## src/rtl/uart_mem_arbiter.sv

```systemverilog
// uart_mem_arbiter: shares the single uart_ram port between the I-fetch and D requesters.
// Registers the winning request, holds it stable for the whole UART transaction and
// routes ready/rdata back to the winner. D wins ties until MaxConsecD consecutive D
// grants have starved a waiting I request; then I is forced through.
// Optional feature: define UART_ARB_IBUF_EN for a one-entry instruction fetch buffer.
module uart_mem_arbiter #(
  parameter int unsigned MaxConsecD = 4
) (
  input  logic        clk_i,
  input  logic        reset_ni,
  input  logic        i_valid_i,
  input  logic [31:0] i_addr_i,
  output logic        i_ready_o,
  output logic [31:0] i_rdata_o,
  input  logic        d_valid_i,
  input  logic [3:0]  d_wstrb_i,
  input  logic [31:0] d_addr_i,
  input  logic [31:0] d_wdata_i,
  output logic        d_ready_o,
  output logic [31:0] d_rdata_o,
  output logic        mem_valid_o,
  output logic [3:0]  mem_wstrb_o,
  output logic [31:0] mem_addr_o,
  output logic [31:0] mem_wdata_o,
  input  logic [31:0] mem_rdata_i,
  input  logic        mem_ready_i
);

  localparam int unsigned CntW = 4;

  localparam logic [1:0] StIdle  = 2'd0;
  localparam logic [1:0] StIssue = 2'd1;
  localparam logic [1:0] StDone  = 2'd2;
  localparam logic [1:0] StHit   = 2'd3;

  logic [1:0]      state_q, state_d;
  logic            grant_q, grant_d;  // 0 = I, 1 = D
  logic [CntW-1:0] cnt_q, cnt_d;
  logic            mem_valid_q, mem_valid_d;
  logic [3:0]      mem_wstrb_q, mem_wstrb_d;
  logic [31:0]     mem_addr_q, mem_addr_d;
  logic [31:0]     mem_wdata_q, mem_wdata_d;

  logic cnt_sat, i_win, d_win, done_c;

`ifdef UART_ARB_IBUF_EN
  logic        ibuf_vld_q, ibuf_vld_d;
  logic [29:0] ibuf_tag_q, ibuf_tag_d;
  logic [31:0] ibuf_data_q, ibuf_data_d;
  logic        ibuf_hit_c;

  assign ibuf_hit_c = ibuf_vld_q && (ibuf_tag_q == i_addr_i[31:2]);
`endif

  // Arbitration: D normally wins a tie, I is forced after MaxConsecD D grants
  assign cnt_sat = (cnt_q == CntW'(MaxConsecD));
  assign i_win   = i_valid_i & (~d_valid_i | cnt_sat);
  assign d_win   = d_valid_i & ~i_win;
  assign done_c  = (state_q == StIssue) & mem_ready_i;

  // Next-state and request capture
  always_comb begin
    state_d     = state_q;
    grant_d     = grant_q;
    cnt_d       = cnt_q;
    mem_valid_d = mem_valid_q;
    mem_wstrb_d = mem_wstrb_q;
    mem_addr_d  = mem_addr_q;
    mem_wdata_d = mem_wdata_q;
`ifdef UART_ARB_IBUF_EN
    ibuf_vld_d  = ibuf_vld_q;
    ibuf_tag_d  = ibuf_tag_q;
    ibuf_data_d = ibuf_data_q;
`endif
    case (state_q)
      StIdle: begin
        if (i_win) begin
          grant_d = 1'b0;
          cnt_d   = '0;
`ifdef UART_ARB_IBUF_EN
          if (ibuf_hit_c) begin
            state_d = StHit;
          end else begin
            state_d     = StIssue;
            mem_valid_d = 1'b1;
            mem_wstrb_d = 4'b0000;
            mem_addr_d  = i_addr_i;
            mem_wdata_d = '0;
          end
`else
          state_d     = StIssue;
          mem_valid_d = 1'b1;
          mem_wstrb_d = 4'b0000;
          mem_addr_d  = i_addr_i;
          mem_wdata_d = '0;
`endif
        end else if (d_win) begin
          grant_d     = 1'b1;
          state_d     = StIssue;
          mem_valid_d = 1'b1;
          mem_wstrb_d = d_wstrb_i;
          mem_addr_d  = d_addr_i;
          mem_wdata_d = d_wdata_i;
          if (!i_valid_i)   cnt_d = '0;
          else if (!cnt_sat) cnt_d = cnt_q + CntW'(1);
`ifdef UART_ARB_IBUF_EN
          if ((d_wstrb_i != 4'b0000) && (ibuf_tag_q == d_addr_i[31:2])) ibuf_vld_d = 1'b0;
`endif
        end
      end
      StIssue: begin
        if (mem_ready_i) begin
          state_d     = StDone;
          mem_valid_d = 1'b0;
`ifdef UART_ARB_IBUF_EN
          if (!grant_q) begin
            ibuf_vld_d  = 1'b1;
            ibuf_tag_d  = mem_addr_q[31:2];
            ibuf_data_d = mem_rdata_i;
          end
`endif
        end
      end
      StDone:  state_d = StIdle;
      StHit:   state_d = StDone;
      default: state_d = StIdle;
    endcase
  end

  // State and request registers
  always_ff @(posedge clk_i or negedge reset_ni) begin
    if (!reset_ni) begin
      state_q     <= StIdle;
      grant_q     <= 1'b0;
      cnt_q       <= '0;
      mem_valid_q <= 1'b0;
      mem_wstrb_q <= '0;
      mem_addr_q  <= '0;
      mem_wdata_q <= '0;
`ifdef UART_ARB_IBUF_EN
      ibuf_vld_q  <= 1'b0;
      ibuf_tag_q  <= '0;
      ibuf_data_q <= '0;
`endif
    end else begin
      state_q     <= state_d;
      grant_q     <= grant_d;
      cnt_q       <= cnt_d;
      mem_valid_q <= mem_valid_d;
      mem_wstrb_q <= mem_wstrb_d;
      mem_addr_q  <= mem_addr_d;
      mem_wdata_q <= mem_wdata_d;
`ifdef UART_ARB_IBUF_EN
      ibuf_vld_q  <= ibuf_vld_d;
      ibuf_tag_q  <= ibuf_tag_d;
      ibuf_data_q <= ibuf_data_d;
`endif
    end
  end

  // Completion is routed to the winner in the same cycle as mem_ready_i
  assign i_ready_o = (done_c & ~grant_q) | (state_q == StHit);
  assign d_ready_o = done_c & grant_q;
`ifdef UART_ARB_IBUF_EN
  assign i_rdata_o = (state_q == StHit) ? ibuf_data_q :
                     ((done_c & ~grant_q) ? mem_rdata_i : '0);
`else
  assign i_rdata_o = (done_c & ~grant_q) ? mem_rdata_i : '0;
`endif
  assign d_rdata_o = (done_c & grant_q) ? mem_rdata_i : '0;

  assign mem_valid_o = mem_valid_q;
  assign mem_wstrb_o = mem_wstrb_q;
  assign mem_addr_o  = mem_addr_q;
  assign mem_wdata_o = mem_wdata_q;

endmodule
```

## config.mk

```make
export PLATFORM = sky130hd
export DESIGN_NAME = uart_mem_arbiter
export DESIGN_NICKNAME = d
export VERILOG_FILES = /design/src/rtl/uart_mem_arbiter.sv
export SDC_FILE = /design/constraint.sdc
export NUM_CORES = 1
export LEC_CHECK = 0
export BUFFER_PORTS_ARGS = -buffer_cell sky130_fd_sc_hd__buf_2
export CAP_MARGIN = 20
export CORE_AREA = 2 2 104 106
export DETAILED_ROUTE_END_ITERATION = 10
export DIE_AREA = 0 0 106 108
export GPL_TIMING_DRIVEN = 0
export MAX_ROUTING_LAYER = met4
export PLACE_DENSITY = 0.85
export SETUP_SLACK_MARGIN = 0.05
export SLEW_MARGIN = 20
export SYNTH_ARGS = -nofsm -noshare
export SYNTH_HDL_FRONTEND = slang
export SYNTH_SLANG_ARGS = --single-unit
```

## constraint.sdc

```tcl
create_clock -name clk_i -period 2.3 [get_ports clk_i]
set_input_delay 0.69 -clock clk_i [delete_from_list [all_inputs] [get_ports clk_i]]
set_output_delay 0.69 -clock clk_i [all_outputs]
set_load 0.005 [all_outputs]
```

After elaboration in Yosys (flattened, before gate mapping)
Index checks and enable logic that the tools add are counted.
{"block": "word_totals", "output_inout_bits": 135, "regBits": 76, "in_bits": 137, "wordCells": 53}
{"block": "classes", "mux": 21, "n_addsub": 1, "n_eq_ne": 7, "bitwise": 10, "reduce_logical": 7}
{"op": "32-bit two-way mux", "n": 6}
{"op": "4-bit two-way mux", "n": 6}
{"op": "2-bit case mux with 4 select lines", "n": 1}
{"op": "2-bit two-way mux", "n": 3}
{"op": "3-bit AND reduction", "n": 2}
{"op": "1-bit bitwise AND", "n": 5}
{"op": "4-bit by 1-bit adder with 4-bit output (second input constant)", "n": 1}
{"op": "2-bit equality test (second input constant)", "n": 2}
{"op": "4-bit by 3-bit equality test with 1-bit output (second input constant)", "n": 1}
{"op": "1-bit two-way mux", "n": 4}
{"op": "2-bit AND reduction", "n": 2}
{"op": "2-bit nonzero test", "n": 2}
{"op": "3-bit by 2-bit != test with 1-bit output (second input constant)", "n": 1}
{"op": "3-bit != test (second input constant)", "n": 1}
{"op": "1-bit NOT", "n": 3}
{"op": "2-bit by 1-bit equality test with 1-bit output (second input constant)", "n": 1}
{"op": "2-bit logical NOT", "n": 1}
{"op": "2-bit != test (second input constant)", "n": 1}
{"op": "1-bit bitwise OR", "n": 2}
{"op": "1-bit case mux with 2 select lines", "n": 1}

Depth between registers and ports, before layout
{"block": "logic_depth", "word_depth": 8, "mapped_depth": 9, "depth_no_buf": 6}

Least setup slack after synthesis
Ideal clock, no wire load.
{"block": "synth_path", "kind": "in2out", "from": "input mem_ready_i", "to": "output d_rdata_o[22]", "n_path_buf": 1, "setup_slack_ns": 0.210, "arrival_ns": 1.400, "stages": 4, "t_required_ns": 1.610, "cell_sequence": "nand3b_1 > nor2_1 > clkbuf_1 > and2_1"}
{"block": "synth_between", "elab_chain_cells": 3}
{"element": "from (decl)", "line": "26", "source": "input logic mem_ready_i"}
{"element": "1-bit bitwise AND", "line": "59", "source": "assign done_c = (state_q == StIssue) & mem_ready_i;"}
{"element": "1-bit bitwise AND"}
{"element": "via d_ready_o", "line": "19", "source": "output logic d_ready_o,"}
{"element": "32-bit two-way mux", "line": "170", "source": "assign d_rdata_o = (done_c & grant_q) ? mem_rdata_i : '0;"}
{"element": "to (decl)", "line": "20", "source": "output logic [31:0] d_rdata_o,"}
The timed path passes the listed nets, and every way through them passes these cells.

Worst setup path after layout
{"block": "layout_path", "from": "input mem_ready_i", "to": "output d_rdata_o[2]"}
{"block": "layout_between", "elab_chain_cells": 3}
{"element": "1-bit bitwise AND", "line": "59"}
{"element": "1-bit bitwise AND", "line": "170"}
{"element": "32-bit two-way mux", "line": "170"}
No other way between the ends.

==> out/results.tsv <==
metric	value	unit
htree_levels	3	
multiInputGateArea	0.001708	sq mm
synth-edff-count	0	
drc	0	
clock_path_buffers	2	
r2r_cells	8	
cts_made_buffers	9	
grt_use_total	23.63	%
hp-class	in -> async	
use_met2	43.50	%
netlist_instances	446	
failed_checks	negative setup slack	
grt_max_degree	42	
slew_violations	0	
synthDistinctLibCells	22	
num_vias	4210	
fin_ws	-51.61	ps
async_flop_share	100.0	%
dp_hpwl	10.39	mm
place.gp.congestion	0.8011	
post_drt_wl_per_cell	15.53	um
dr.pass1.iters	6	
ys.warnings.count	0	
stdcell_count	883	
max_cap_viol_count	0	
end_kind	primary output	
core_area	0.01023	sq mm
max_slew_margin	63.24	%
swShare	38.57	%
fmax	425.2	MHz
synthesis.area	0.003699	sq mm
drt_iter0_drc	218	
reg2reg_to	mem_wdata_o[2]	
synth_seq_cells	76	
path_max_fanout	7	
drive_gt1_share	48.79	%
clkPwrFrac	17.0	%
comb_power_share	47.2	%
initial_core_util	36.15	%
grt_pass1_vias	4199	
grt_util_met3	4.039	%
grt-busiest-layer	met2	
synth_nets	585	
fp.dieW	106	um
ys_seq_area_share	51.42	%
dp_cells	854	
seq_area	0.001902	sq mm
clock_latency	350	ps
finalClockSkew	12.29	ps
avgSynthCellArea	8.293	sq um
critPathLaunchType	input port	
routed_wl	13.71	mm
powerDensity	1068	mW/mm^2
ir_worst_vdd	0.5607	mV
critPathKind	in -> out	
fin_crit_sh	102.2	%
worst_pin_slew	551.4	ps
fin_crit	2352	ps
overflow	0	
status	finished with violations	
cts_tree	yes	
fillers	950	
portBuffers	271	
cp.arrival	1660	ps
syn_to_final_growth	60.52	%
clockRootBuffer	clkbuf_8	
setup_viol	40	
hold_viol	0	
vias_per_cell	4.768	
p_sw	0.002445	W
r2r_start	state_q[1]	
p_leak	3.349	nW
antenna_found_initial	1	
path_clk_slew	90	ps
hold_buffers	0	
die_area	0.01145	sq mm
grt_pass1_wl	20.42	mm
ant_nets	0	
clock_sinks	76	
p_int	0.003895	W
globalRouteMet1Util	24.56	%
io_pins	272	
cp.required	1610	ps
nets	880	
die_h	108	um
finalSetupTns	-1293	ps
synth_ff_type	dfrtp_1	
num_rows	37	
reg2reg_slack	510	ps
p_seq_share	35.8	%
grt_setup_unrepaired	yes	
==> through the flow <==
stage                     hold WS [ps]  area, sq um  total power (W)  setup WS [ps]  utilization [%]
after floorplan                  394.4         3699         0.003628          210.2                -
after global placement           445.1         5225         0.004851         -384.6            51.07
after detailed placement         449.8         5248         0.004940         -364.1            51.29
after CTS                        323.5         5720         0.006231         -71.64            55.91
after global routing             340.4         5937         0.006852         -122.3            58.03
final                            314.9         5937         0.006341         -51.61            58.03
==> power groups by stage <==
stage	logic [W]	registers, W	clock network (W)
after floorplan	0.00130	0.00232	0
after global placement	0.00259	0.00226	0
after detailed placement	0.00266	0.00228	0
after CTS	0.00285	0.00227	0.00111
after global routing	0.00335	0.00234	0.00116
final	0.00299	0.00227	0.00108
==> final cells by class <==
class	instances	share of cell area [%]
sequential	76	32.03
inverter	4	0.2529
timing repair buffer	284	28.89
antenna	1	0.04215
multi-input combinational	333	28.77
tap	136	2.866
clock inverter	6	1.201
clock buffer	10	2.318
buffer	33	3.625
==> worst max-delay path by stage <==
stage / from / endpoint / slack, ps / cells after the start
3_5_place_dp: mem_ready_i / d_rdata_o[20] / -360 / 6
6_report: mem_ready_i / d_rdata_o[2] / -50 / 7
4_1_cts: state_q[1] / i_rdata_o[17] / -70 / 5
2_1_floorplan: mem_ready_i / d_rdata_o[22] / 210 / 4
5_1_grt: state_q[1] / d_rdata_o[19] / -120 / 6
3_3_place_gp: mem_ready_i / d_rdata_o[22] / -380 / 6
==> what timing repair did <==
item	CTS	global route
endpoints found under the setup margin	66	66
cloned	3	0
resized for setup	48	51
buffers inserted	6	3
pin swaps	24	15
==> cells in the mapped netlist, drive strengths merged (4+ instances only) <==
| cell type | count | area share [%] |
|---|---|---|
| buf | 24 | 3.6 |
| nand2 | 110 | 11 |
| nand3 | 39 | 5.3 |
| dfrtp | 76 | 51 |
| inv | 4 | 0.41 |
| clkbuf | 9 | 0.91 |
| and2 | 65 | 11 |
| a21oi | 64 | 8.7 |
| o21ai | 5 | 0.68 |
| nor2 | 35 | 3.6 |
==> sequential cells by signal, indices dropped and copies added (netlist names) <==
| name | count |
|---|---|
| mem_wdata_o | 32 |
| mem_addr_o | 32 |
| mem_wstrb_o | 4 |
| state_q | 2 |
| grant_q | 1 |
| cnt_q | 4 |
| mem_valid_o | 1 |
==> worst max-delay path: stages <==
cell,delay (ps)
buf_2,100
nand3b_1,200
nor2_4,170
buf_12,160
buf_8,120
and2_4,140
buf_6,90
==> placed cells by master (no fill, tap or decap), types with 3 or more instances in the layout <==
cell type    n
inv_1        4
buf_6       36
buf_8        7
buf_4        9
buf_2      260
a21oi_1     64
clkbuf_1     3
dfrtp_1     76
nand2_1    110
clkbuf_8    10
and2_1      34
nand3_1     39
o21ai_0      5
and2_4      31
nor2_1      33
==> layer usage <==
metal,part of all wire (%),up-vias,wire length (um)
li1,-,2034,-
met2,53,168,7209
met4,4.4,0,610
met1,37,1971,5106
met3,5.7,37,785
met5,0,-,0
==> kinds of logic (layout without fill, tap and decap cells) <==
logic type	count (synthesis)	after routing	synth area share, %
DFF	76	76	51.42
adders and majority gates	2	2	0.6765
AOI/OAI and AO/OA	76	76	10.89
buffers and inverters	37	337	4.905
and+or+nand+nor	255	255	32.10
other	0	1	0
No activity file was read; power rests on OpenSTA's default activity.
